### src/rtl/aes_package.sv
// Shared types and constants for the AES job scheduler and its arbiter.
package aes_package;

  typedef enum logic [1:0] {
    SCHED_IDLE,
    SCHED_ISSUE,
    SCHED_WAIT,
    SCHED_DONE
  } aes_sched_state_t;

  localparam int AES_BLK_BYTES = 16;

endpackage

### src/rtl/aes_rr_arbiter.sv
// Combinational round-robin arbiter: first set request at or above i_rr_ptr, wrapping.
module aes_rr_arbiter #(
  parameter int N_REQ = 4
) (
  input  logic [N_REQ-1:0]         i_req,
  input  logic [$clog2(N_REQ)-1:0] i_rr_ptr,
  output logic [N_REQ-1:0]         o_gnt,
  output logic [$clog2(N_REQ)-1:0] o_index,
  output logic                     o_valid
);

  localparam int ID_W = $clog2(N_REQ);

  logic [ID_W-1:0] w_idx;
  logic            w_found;

  always_comb begin
    w_found = 1'b0;
    w_idx   = '0;
    o_gnt   = '0;
    o_index = '0;
    for (int i = 0; i < N_REQ; i++) begin
      w_idx = ID_W'((32'(i_rr_ptr) + 32'(i)) % 32'(N_REQ));
      if (!w_found && i_req[w_idx]) begin
        w_found      = 1'b1;
        o_index      = w_idx;
        o_gnt[w_idx] = 1'b1;
      end
    end
    o_valid = w_found;
  end

endmodule

### src/rtl/aes_job_scheduler.sv
// Shares one AES block engine between N_REQ requesters: round-robin grant,
// per-block start/done sequencing with address advance, watchdog and error reporting.
module aes_job_scheduler
  import aes_package::*;
#(
  parameter int N_REQ     = 4,
  parameter int ADDR_W    = 32,
  parameter int CNT_W     = 16,
  parameter int BLK_BYTES = AES_BLK_BYTES,
  parameter int TIMEOUT   = 1024
) (
  input  logic                      clk,
  input  logic                      reset,
  input  logic                      clear,
  input  logic [N_REQ-1:0]          req_i,
  input  logic [N_REQ*ADDR_W-1:0]   src_addr_i,
  input  logic [N_REQ*ADDR_W-1:0]   dst_addr_i,
  input  logic [N_REQ*CNT_W-1:0]    nblk_i,
  output logic [N_REQ-1:0]          gnt_o,
  output logic [N_REQ-1:0]          done_o,
  output logic [N_REQ-1:0]          err_o,
  output logic                      eng_start_o,
  output logic [ADDR_W-1:0]         eng_src_addr_o,
  output logic [ADDR_W-1:0]         eng_dst_addr_o,
  input  logic                      eng_ready_i,
  input  logic                      eng_done_i,
  output logic                      busy_o,
  output logic [$clog2(N_REQ)-1:0]  cur_id_o
);

  localparam int ID_W = $clog2(N_REQ);
  localparam int WD_W = (TIMEOUT > 0) ? $clog2(TIMEOUT + 1) : 1;

  localparam logic [WD_W-1:0]   WD_ONE   = WD_W'(1);
  localparam logic [WD_W-1:0]   WD_MAX   = '1;
  localparam logic [WD_W-1:0]   WD_LIM   = WD_W'((TIMEOUT > 0) ? TIMEOUT - 1 : 0);
  localparam logic [CNT_W-1:0]  CNT_ONE  = CNT_W'(1);
  localparam logic [ADDR_W-1:0] ADDR_INC = ADDR_W'(BLK_BYTES);
  localparam logic [ID_W-1:0]   ID_ONE   = ID_W'(1);
  localparam logic [ID_W-1:0]   ID_LAST  = ID_W'(N_REQ - 1);

  aes_sched_state_t  r_state, w_state_nxt;
  logic [ID_W-1:0]   r_rr_ptr, w_rr_ptr_nxt;
  logic [ID_W-1:0]   r_id, w_id_nxt;
  logic [N_REQ-1:0]  r_gnt, w_gnt_nxt;
  logic [ADDR_W-1:0] r_src, w_src_nxt;
  logic [ADDR_W-1:0] r_dst, w_dst_nxt;
  logic [CNT_W-1:0]  r_nblk, w_nblk_nxt;
  logic [CNT_W-1:0]  r_blk_cnt, w_blk_cnt_nxt;
  logic [WD_W-1:0]   r_wd_cnt, w_wd_cnt_nxt;
  logic              r_err, w_err_nxt;

  logic [N_REQ-1:0]  w_arb_gnt;
  logic [ID_W-1:0]   w_arb_idx;
  logic              w_arb_valid;
  logic [ADDR_W-1:0] w_sel_src;
  logic [ADDR_W-1:0] w_sel_dst;
  logic [CNT_W-1:0]  w_sel_nblk;
  logic [WD_W-1:0]   w_wd_inc;

  aes_rr_arbiter #(.N_REQ(N_REQ)) u_arb (
    .i_req    (req_i),
    .i_rr_ptr (r_rr_ptr),
    .o_gnt    (w_arb_gnt),
    .o_index  (w_arb_idx),
    .o_valid  (w_arb_valid)
  );

  assign w_sel_src  = src_addr_i[w_arb_idx*ADDR_W +: ADDR_W];
  assign w_sel_dst  = dst_addr_i[w_arb_idx*ADDR_W +: ADDR_W];
  assign w_sel_nblk = nblk_i[w_arb_idx*CNT_W +: CNT_W];
  assign w_wd_inc   = (r_wd_cnt == WD_MAX) ? r_wd_cnt : r_wd_cnt + WD_ONE;

  always_comb begin
    w_state_nxt   = r_state;
    w_rr_ptr_nxt  = r_rr_ptr;
    w_id_nxt      = r_id;
    w_gnt_nxt     = r_gnt;
    w_src_nxt     = r_src;
    w_dst_nxt     = r_dst;
    w_nblk_nxt    = r_nblk;
    w_blk_cnt_nxt = r_blk_cnt;
    w_wd_cnt_nxt  = r_wd_cnt;
    w_err_nxt     = r_err;
    eng_start_o   = 1'b0;

    case (r_state)
      SCHED_IDLE: begin
        if (w_arb_valid) begin
          w_id_nxt      = w_arb_idx;
          w_gnt_nxt     = w_arb_gnt;
          w_src_nxt     = w_sel_src;
          w_dst_nxt     = w_sel_dst;
          w_nblk_nxt    = w_sel_nblk;
          w_blk_cnt_nxt = '0;
          w_wd_cnt_nxt  = '0;
          if (w_sel_nblk == '0) begin
            w_err_nxt   = 1'b1;
            w_state_nxt = SCHED_DONE;
          end else begin
            w_state_nxt = SCHED_ISSUE;
          end
        end
      end
      SCHED_ISSUE: begin
        if (eng_ready_i) begin
          eng_start_o = 1'b1;
          w_state_nxt = SCHED_WAIT;
        end
      end
      SCHED_WAIT: begin
        if (eng_done_i) begin
          if (r_blk_cnt == (r_nblk - CNT_ONE)) begin
            w_state_nxt = SCHED_DONE;
          end else begin
            w_blk_cnt_nxt = r_blk_cnt + CNT_ONE;
            w_src_nxt     = r_src + ADDR_INC;
            w_dst_nxt     = r_dst + ADDR_INC;
            w_wd_cnt_nxt  = '0;
            w_state_nxt   = SCHED_ISSUE;
          end
        end else begin
          w_wd_cnt_nxt = w_wd_inc;
          // Compare the incremented count so the abort lands TIMEOUT cycles after start.
          if ((TIMEOUT != 0) && (w_wd_inc >= WD_LIM)) begin
            w_err_nxt   = 1'b1;
            w_state_nxt = SCHED_DONE;
          end
        end
      end
      SCHED_DONE: begin
        w_rr_ptr_nxt = (r_id == ID_LAST) ? '0 : r_id + ID_ONE;
        w_err_nxt    = 1'b0;
        w_gnt_nxt    = '0;
        w_state_nxt  = SCHED_IDLE;
      end
      default: w_state_nxt = SCHED_IDLE;
    endcase

    if (clear) begin
      w_state_nxt   = SCHED_IDLE;
      w_rr_ptr_nxt  = '0;
      w_id_nxt      = '0;
      w_gnt_nxt     = '0;
      w_src_nxt     = '0;
      w_dst_nxt     = '0;
      w_nblk_nxt    = '0;
      w_blk_cnt_nxt = '0;
      w_wd_cnt_nxt  = '0;
      w_err_nxt     = 1'b0;
    end
  end

  always_ff @(posedge clk or posedge reset) begin
    if (reset) begin
      r_state   <= SCHED_IDLE;
      r_rr_ptr  <= '0;
      r_id      <= '0;
      r_gnt     <= '0;
      r_src     <= '0;
      r_dst     <= '0;
      r_nblk    <= '0;
      r_blk_cnt <= '0;
      r_wd_cnt  <= '0;
      r_err     <= 1'b0;
    end else begin
      r_state   <= w_state_nxt;
      r_rr_ptr  <= w_rr_ptr_nxt;
      r_id      <= w_id_nxt;
      r_gnt     <= w_gnt_nxt;
      r_src     <= w_src_nxt;
      r_dst     <= w_dst_nxt;
      r_nblk    <= w_nblk_nxt;
      r_blk_cnt <= w_blk_cnt_nxt;
      r_wd_cnt  <= w_wd_cnt_nxt;
      r_err     <= w_err_nxt;
    end
  end

  assign busy_o         = (r_state != SCHED_IDLE);
  assign gnt_o          = r_gnt;
  assign done_o         = (r_state == SCHED_DONE) ? r_gnt : '0;
  assign err_o          = (r_state == SCHED_DONE && r_err) ? r_gnt : '0;
  assign cur_id_o       = r_id;
  assign eng_src_addr_o = r_src;
  assign eng_dst_addr_o = r_dst;

endmodule

### config.mk
export PLATFORM = sky130hd
export DESIGN_NAME = aes_job_scheduler
export DESIGN_NICKNAME = d
export VERILOG_FILES = /design/src/rtl/aes_package.sv /design/src/rtl/aes_rr_arbiter.sv /design/src/rtl/aes_job_scheduler.sv
export SDC_FILE = /design/constraint.sdc
export NUM_CORES = 1
export LEC_CHECK = 0
export BUFFER_PORTS_ARGS = -buffer_cell sky130_fd_sc_hd__buf_2
export CORE_AREA = 2 2 157 159
export DETAILED_ROUTE_END_ITERATION = 10
export DIE_AREA = 0 0 159 161
export PLACE_DENSITY = 0.71
export SLEW_MARGIN = 10
export SYNTH_ARGS = -nofsm -noshare
export SYNTH_HDL_FRONTEND = slang
export SYNTH_HIERARCHICAL = 1
export SYNTH_SLANG_ARGS = --single-unit
### constraint.sdc
create_clock -name clk -period 5.6 [get_ports clk]
set_input_delay 0.28 -clock clk [delete_from_list [all_inputs] [get_ports clk]]
set_output_delay 0.28 -clock clk [all_outputs]
set_load 0.01 [all_outputs]
==> summary.txt <==
Clock network
  – Hold Buf Count CTS: 0
  – Clock root cell: clkbuf_16
  – # Post-CTS Setup Buffers: 0
  – Clock transition at path regs: 0.06 ns
  – Number of levels in the clock H-tree: 4
  – CTS tree: yes
  – Clk_lat worst skew: 0.43 ns
  – Clock Tree Buf Depth: 2
  – Post-CTS resize count: 0
  – Sinks on Clock Net: 118
  – Num CTS Buffers: 17

Timing
  – Setup repair after global routing missed its margin: no
  – Final WS setup: 1.14 ns
  – Clock skew: 0.0156 ns
  – Transition time at the pin with the least slew margin: 1.17 ns
  – Final hold viol count: 0
  – TNS Setup: 0 ns
  – Hold slack: 0.0688 ns
  – Number of max-slew violations in the final report: 0
  – Highest clock frequency the design can meet: 224 MHz
  – Slew HR: 21.5%
  – Crit share post-route: 79.6%
  – Final setup violating endpoints: 0
  – Fin crit period: 4.46 ns

Yosys
  – Synthesized netlist cell count: 1058
  – Cell taking the most area after synthesis: dfrtp_1
  – Leading post-synthesis cells by cell area: dfrtp_1 (30%), mux4_2 (19%), nand2_1 (5.8%)
  – Synthesized flop and latch total: 118
  – Most frequently used flop master after synthesis: dfrtp_1
  – Post-synthesis cell area: 9900 um2
  – Mean Syn Cell Area: 9.36 um2
  – Syn Nets: 1397
  – Post-synthesis async set-or-reset flop share: 100%
  – Post-synthesis sequential area ratio: 29.8%
  – Count of different cell masters after synthesis: 72
  – Number of warnings issued by yosys: 6
  – Count of flip-flops with a built-in enable after synthesis: 0
  – Top cell type's share of synthesized area: 29.8%

Floorplanning
  – Die height: 161 um
  – Number of top-level design ports: 409
  – DIE WIDTH: 159 um
  – Core footprint: 24000 um2
  – Starting Density: 41.3%
  – # rows: 57
  – Die ar.: 25600 um2

Placement
  – Last weighted congestion value of the routability-driven placer: 0.928
  – HPWL after DPL: 26.9 mm
  – Dpl ws: 1.11 ns
  – Placed Cells incl. Taps: 1713
  – Port-buffer cells: 408

Final layout
  – Post-route non-filler standard cell count: 1748
  – Share of post-route cells with drive strength above 1: 40.5%
  – Area overhead of the layout relative to synthesis: 27.6%
  – Post-layout nets: 1747

Route
  – Detailed Routing Iterations Pass 1: 5
  – DRC viols: 0
  – Drt wl/cell: 20.9 um
  – Iteration-0 DRC Markers: 955
  – Mean number of vias per cell: 6.07
  – Remaining number of nets flagged by the antenna check after routing: 0
  – Routed wire length: 36.5 mm
  – Total via count after detailed routing: 10600

Setup path
  – Minimum setup slack among reg-to-reg paths: 1.14 ns
  – Data required time of the critical path: 5.94 ns
  – RR Endpoint: r_state[1]
  – Element type at the critical path end: flop
  – Highest net fanout along the worst path: 18
  – Critical R2R Launch: r_rr_ptr[0]
  – Type of element launching the critical path: flop
  – Worst-case reg-to-reg path depth: 14
  – Data arrival time of the worst path: 4.80 ns
  – Critical Path Sink: r_state[1]
  – Launching element of the worst setup path: r_rr_ptr[0]
  – Setup Crit Path Kind: flop to flop

Hold path
  – Class of the most critical hold timing path: input pin to asynchronous set/reset pin

GRT
  – Maximum number of pins on one net before global-route repair: 78
  – GRT Residual Overflow: 0
  – Vias in the first global route: 10100
  – Wire length of the first global-routing pass: 57.0 mm
  – Antenna violations before repair: 4
  – GRT Overall Usage: 27.9%

Job
  – # Max-Cap Violations: 0

Power
  – Max rail drop VDD: 0.224 mV
  – Clock power frac: 32.0%
  – Leakage power summed over all cells: 5.46 nW
  – Net Sw Power: 1.20 mW
  – Cell area power density: 264 nW/um2
  – Internal power: 2.14 mW
  – Sequential fraction of design power: 33.3%
  – Switching Fraction: 35.9%
  – Combinational Power Share: 34.7%

Outcome
  – Status: complete, no violations
-- power by group through the flow --
| stage | sequential (mW) | clock [mW] | combinational (mW) |
|---|---|---|---|
| floorplan | 1.12 | 0 | 0.736 |
| global placement | 1.11 | 0 | 1.14 |
| detailed placement | 1.12 | 0 | 1.15 |
| CTS | 1.10 | 1.08 | 1.16 |
| global route | 1.13 | 1.11 | 1.26 |
| finish | 1.11 | 1.07 | 1.16 |
-- layer usage --
layer | global-route usage [%] | vias to the layer above | part of all wire, %
li1 | - | 4798 | -
met1 | 38.8 | 5188 | 42
met2 | 43.0 | 564 | 46
met3 | 7.29 | 62 | 9.2
met4 | 8.64 | 2 | 2.5
met5 | 0 | - | 0.033
-- worst min-delay path by stage --
stage	start	endpoint	depth (start not counted)
detailed placement	eng_src_addr_o[22]	eng_src_addr_o[22]	1
global placement	eng_src_addr_o[22]	eng_src_addr_o[22]	1
floorplan	eng_done_i	r_err	2
global route	reset	eng_src_addr_o[31]	2
finish	reset	eng_src_addr_o[31]	2
CTS	reset	eng_dst_addr_o[23]	2
-- sequential cells by signal (all words and copies together) (netlist names) --
signal          flops
gnt_o               4
r_wd_cnt           11
r_err               1
eng_src_addr_o     32
r_rr_ptr            2
r_blk_cnt          16
r_nblk             16
cur_id_o            2
eng_dst_addr_o     32
r_state             2
-- logic make-up (layout without fill, tap and decap cells) --
logic type                 count (synthesis)  in the layout  share of synthesized area [%]
AOI/OAI and AO/OA                        265            265                           17.8
xor gates and xnor gates                  24             24                           2.12
adders and majority gates                 10             10                           1.26
buffers and inverters                    113            476                           5.27
DFF                                      118            118                           29.8
muxes                                    104            104                           21.3
other                                      0              3                              0
and+or+nand+nor                          424            424                           22.4
-- cells in the mapped netlist (18+ instances only) --
cell,n
a211oi_1,26
a21oi_1,79
a31oi_1,18
and3_1,22
clkbuf_1,54
dfrtp_1,118
inv_1,23
mux4_2,82
nand2_1,152
nand3_1,19
nor2_1,54
nor3_1,55
nor4_1,27
o21ai_0,29
o22a_1,18
o22ai_1,27
or3_1,20
-- critical path, stage by stage, from the launching register on --
cell	delay, ns
dfrtp_1	0.67
inv_1	0.17
ha_1	0.38
mux4_2	0.44
and2b_2	0.31
o21ai_0	0.14
o31ai_4	0.24
buf_4	0.44
mux4_2	0.57
nor4_1	0.34
and4_1	0.29
a21oi_1	0.08
nor2_1	0.13
nor2_1	0.06
nor3_2	0.10
-- stage by stage --
stage / utilization (%) / instance area [um2] / power (mW)
after global placement: 50.3 / 12100 / 2.25
after CTS: 52.7 / 12600 / 3.34
after global routing: 52.7 / 12600 / 3.49
final: 52.7 / 12600 / 3.34
after detailed placement: 50.3 / 12100 / 2.27
after floorplan: - / 9900 / 1.85
-- area by class of cell --
| type | count | area (um2) |
|---|---|---|
| Fill cell | 2257 | 11300 |
| Multi-Input combinational cell | 827 | 6470 |
| Sequential cell | 118 | 2950 |
| Timing Repair Buffer | 421 | 2140 |
| Clock buffer | 21 | 460 |
| Tap cell | 324 | 405 |
| Clock inverter | 11 | 101 |
| Inverter | 23 | 88.8 |
| Antenna cell | 3 | 7.51 |
-- cell usage in the layout (no fill, tap or decap), types with 10 or more instances in the layout --
cell type	synthesis	layout
nor3_1	55	55
nand4_1	10	10
nand3_1	19	19
o22a_1	18	18
nor4_1	27	27
clkbuf_16	0	17
a31oi_1	18	18
buf_4	2	13
xnor2_1	15	15
inv_1	23	22
buf_2	12	408
o21ai_0	29	29
a21oi_1	79	79
nand2_1	152	151
ha_1	10	10
a211oi_1	26	26
or3_1	20	20
mux2i_1	15	15
dfrtp_1	118	118
and3_1	22	22
nor2_1	54	51
mux4_2	82	82
o22ai_1	27	27
Power figures use the tool's default switching activity.
